$ cat src/rtl/carry_slice_adder.sv
// Multi-cycle adder that resolves SLICE bits per clock through one carry segment.
// Operands shift down one slice per RUN cycle while the result shifts in from the top.
module carry_slice_adder #(
  parameter int         WIDTH  = 32,
  parameter int         SLICE  = 8,
  parameter logic [1:0] C_INIT = 2'b00
) (
  input  logic             clk,
  input  logic             rst,
  input  logic             start,
  input  logic [WIDTH-1:0] opa,
  input  logic [WIDTH-1:0] opb,
  input  logic             carryinitin,
  output logic             busy,
  output logic             done,
  output logic [WIDTH-1:0] sum,
  output logic             carryout
);

  // state   | meaning
  // S_IDLE  | waiting for start; result registers hold last add
  // S_RUN   | one slice added per cycle, low slice first
  // S_DONE  | single-cycle done pulse, result valid

  localparam int NSLICE = WIDTH / SLICE;
  localparam int IDX_W  = (NSLICE > 1) ? $clog2(NSLICE) : 1;
  localparam logic [IDX_W-1:0] LAST_IDX = IDX_W'(NSLICE - 1);

  typedef enum logic [1:0] {
    S_IDLE = 2'd0,
    S_RUN  = 2'd1,
    S_DONE = 2'd2
  } state_t;

  state_t           r_state;
  state_t           w_next;
  logic [WIDTH-1:0] r_opa;
  logic [WIDTH-1:0] r_opb;
  logic [WIDTH-1:0] r_sum;
  logic             r_carry;
  logic             r_cout;
  logic [IDX_W-1:0] r_idx;
  logic [SLICE:0]   w_slice;
  logic             w_cin;
  logic             w_accept;
  logic             w_last;

  always_comb begin
    w_cin = 1'b0;
    case (C_INIT)
      2'b01:   w_cin = 1'b1;
      2'b10:   w_cin = carryinitin;
      default: w_cin = 1'b0;
    endcase
  end

  assign w_accept = (r_state == S_IDLE) && start;
  assign w_last   = (r_idx == LAST_IDX);
  assign w_slice  = {1'b0, r_opa[SLICE-1:0]} + {1'b0, r_opb[SLICE-1:0]}
                  + {{SLICE{1'b0}}, r_carry};

  // state register
  always_ff @(posedge clk) begin
    if (rst) begin
      r_state <= S_IDLE;
    end else begin
      r_state <= w_next;
    end
  end

  // next-state logic
  always_comb begin
    w_next = r_state;
    case (r_state)
      S_IDLE:  if (start) w_next = S_RUN;
      S_RUN:   if (w_last) w_next = S_DONE;
      S_DONE:  w_next = S_IDLE;
      default: w_next = S_IDLE;
    endcase
  end

  // output logic
  always_comb begin
    busy     = (r_state == S_RUN);
    done     = (r_state == S_DONE);
    sum      = r_sum;
    carryout = r_cout;
  end

  // Datapath: low slice always sits at bit 0 of the operand registers.
  always_ff @(posedge clk) begin
    if (rst) begin
      r_opa   <= '0;
      r_opb   <= '0;
      r_sum   <= '0;
      r_carry <= 1'b0;
      r_cout  <= 1'b0;
      r_idx   <= '0;
    end else if (w_accept) begin
      r_opa   <= opa;
      r_opb   <= opb;
      r_carry <= w_cin;
      r_idx   <= '0;
    end else if (r_state == S_RUN) begin
      r_opa   <= {{SLICE{1'b0}}, r_opa[WIDTH-1:SLICE]};
      r_opb   <= {{SLICE{1'b0}}, r_opb[WIDTH-1:SLICE]};
      r_sum   <= {w_slice[SLICE-1:0], r_sum[WIDTH-1:SLICE]};
      r_carry <= w_slice[SLICE];
      r_idx   <= r_idx + IDX_W'(1);
      if (w_last) begin
        r_cout <= w_slice[SLICE];
      end
    end
  end

endmodule

$ cat config.mk
export PLATFORM = sky130hd
export DESIGN_NAME = carry_slice_adder
export DESIGN_NICKNAME = d
export VERILOG_FILES = /design/src/rtl/carry_slice_adder.sv
export SDC_FILE = /design/constraint.sdc
export NUM_CORES = 1
export LEC_CHECK = 0
export CORE_AREA = 2 2 83 85
export CTS_CLUSTER_SIZE = 40
export DETAILED_ROUTE_END_ITERATION = 7
export DIE_AREA = 0 0 85 87
export DONT_BUFFER_PORTS = 1
export GPL_ROUTABILITY_DRIVEN = 1
export PLACE_DENSITY_LB_ADDON = 0.25
export RECOVER_POWER = 100
export SLEW_MARGIN = 20
export SYNTH_ARGS = -nofsm -noshare
export SYNTH_HDL_FRONTEND = slang
export SYNTH_SLANG_ARGS = --single-unit
$ cat constraint.sdc
create_clock -name clk -period 4.05 [get_ports clk]
set_input_delay 1.215 -clock clk [delete_from_list [all_inputs] [get_ports clk]]
set_output_delay 1.215 -clock clk [all_outputs]
set_load 0.01 [all_outputs]
==> impl_results.md <==
- Detailed placement HPWL: 5530 µm
- P_sw: 0.503 mW
- Power per Cell Area: 473 nW/µm²
- Final Hold Fails: 0
- Commonest non-fill, non-tap cell in the layout: nand2_1
- Worst slack at placement: 1.49 ns
- DRT antenna net count: 0
- Sequential Power Share: 54.3%
- Status: completed
- Total track usage: 23.8%
- Seq cells post-synth: 102
- PortBufs: 0
- Worst EP arrival: 1.55 ns
- Hold WS: 0.456 ns
- Vias: 3313
- Final Slew Violations: 0
- Clk buf depth: 2
- Clock Power Share: 36.7%
- CP startpoint kind: flop
- RD Place Congestion: 0.842
- Wire per inst: 15.9 µm
- Worst R2R Setup Slack: 1.59 ns
- Switching share of power: 25.0%
- CTS tree: done
- Die height: 87 µm
- Worst setup EP type: primary output
- Setup violations, final: 0
- Fin nets: 539
- Tmin final: 2.77 ns
- RSZ-0062 raised after global routing: false
- Maximum fanout along the worst path: 87
- Net Count, Synth: 566
- Slowest CP cell: inv_4
- Die width: 85 µm
- Relative slew slack: 14.9%
- Antenna diodes: 0
- Asr flop ratio synth: 0%
- Count of different cell masters after synthesis: 37
- Final Cycle Share: 68.4%
- Netlist Area Pre-Place: 4130 µm²
- Tightest Hold Check Type: reg -> reg
- Core Box Area: 6570 µm²
- Power, Total: 2.01 mW
- Vias in the first global route: 3088
- Post-synth EDFFs: 0
- Comb power frac: 9.0%
- Clock Latency Late Sink: 0.37 ns
- Setup Fix Bufs, Post-CTS: 0
- CTS resizes: 0
- Cell taking the most area after synthesis: dfxtp_1
- Yosys Warn Count: 0
- Worst-path clk slew: 0.10 ns
- Maximum number of pins on one net before global-route repair: 106
- H-tree depth: 3
- Main synth FF type: dfxtp_1
- Leak pwr: 1.50 nW
- First-pass GRT wire length: 14300 µm
- Register area share after synthesis: 49.4%
- Row cnt: 30
- Setup_tns: 0 ns
- Fmax: 361 MHz
- Drt total wl: 8660 µm
- Initial Util: 62.9%
- Drt first pass iters: 5
- Iteration-0 DRC Markers: 279
- VDD IR-drop max: 0.267 mV
- Clock Root Buffer: clkbuf_8
- Area share of the leading cell type in the synthesized netlist: 49.4%
- Post-cts hold buffer count: 0
- Measured slew at the worst slew-check pin: 1.28 ns
- Max Clock Skew: 0.0116 ns
- Synth-to-Final Area Change: 2.94%
- Dominant cells by area after synthesis: dfxtp_1, a21oi_1, nand2_1, a22oi_1, ha_1
- Drt drc: 0
- Die area: 7400 µm²
- Max Cap Violations: 0
- Initial antenna violation count: 0
- Num CTS Buffers: 9
- Clk sinks: 102
- Fraction of layout cells with a size suffix above 1: 4.51%
- Worst endpoint required time: 2.83 ns
- Crit path largest cell delay: 0.63 ns
- Via/cell ratio: 6.07
- Most frequent cells in the layout: nand2_1, dfxtp_1, a21oi_1
- Average size of a mapped cell: 8.47 µm²
- Mapped Cells: 488
- PnR worst setup slack: 1.28 ns
- Int Pwr: 1.51 mW
- Type of the worst setup path: reg -> out
- Critical-path cell list: nand2b_2 -> inv_4
- I/O pin cnt: 103
- Grt total ovfl: 0
==> metal layers <==
layer / global-route usage (%) / wire, µm
met5: 0 / 0
met4: 7.79 / 82
met3: 6.54 / 685
met2: 40.3 / 4330
met1: 29.4 / 3560
==> Yosys cell counts (3+ instances only) <==
library cell and instances:
nand2_1 123, dfxtp_1 102, a21oi_1 93, a22oi_1 48, nand3_1 19, clkbuf_1 18, nor2_1 11, buf_2 9
buf_4 9, ha_1 8, a211oi_1 5, buf_6 4, nor3_1 3, o211ai_1 3, o21ai_0 3, o21ai_1 3
or4_1 3
==> power by group through the flow <==
stage          logic [mW]  clock network [mW]  registers, mW
6_report            0.182               0.737           1.09
5_1_grt             0.210               0.792           1.10
4_1_cts             0.183               0.758           1.09
3_5_place_dp        0.183                   0           1.12
3_3_place_gp        0.179                   0           1.11
2_1_floorplan       0.185                   0           1.10
==> per-stage QoR <==
| stage | instance area [µm²] | util (%) | instances |
|---|---|---|---|
| 2_1_floorplan | 4130 | - | 488 |
| 3_3_place_gp | 4030 | 61.3 | 530 |
| 3_5_place_dp | 4030 | 61.3 | 530 |
| 4_1_cts | 4270 | 65.0 | 546 |
| 5_1_grt | 4260 | 64.8 | 546 |
| 6_report | 4260 | 64.8 | 546 |
==> final timing paths <==
path,from,to,depth (start not counted)
max,r_state[1],busy,2
min,r_opa[11],r_opa[11],2
max reg2reg,r_opa[0],sum[30],7
min reg2reg,r_opa[11],r_opa[11],2
==> cells by family (layout without fill, tap and decap cells) <==
kind of cell / after synthesis / count (layout) / synth area share (%)
buf+inv: 42 / 20 / 5.69
xor+xnor: 3 / 3 / 0.636
compound gates: 163 / 163 / 23.8
flops: 102 / 102 / 49.4
mux: 1 / 1 / 0.242
fa+ha+maj: 10 / 10 / 3.39
simple gates: 167 / 167 / 16.8
==> registers in the layout, summed over array words and instances, names as in the netlist <==
name and count:
carryout 1, r_carry 1, r_idx 2, r_opa 32
r_opb 32, r_state 2, sum 32
==> critical path, delay by kind of cell, from the launching register on <==
| kind | cells | cell delay, ns |
|---|---|---|
| buffers and inverters | 1 | 0.63 |
| flip-flops | 1 | 0.33 |
| AND/OR/NAND/NOR | 1 | 0.20 |
==> layout make-up <==
cell class,instances,area [µm²]
inverters,2,10.0
clock inverters,5,88.8
multi-input cells,344,1850
flip-flops and latches,102,2040
clock buffers,11,151
repair buffers,2,12.5
fillers,574,2310
well taps,80,100
Power figures use the tool's default switching activity.
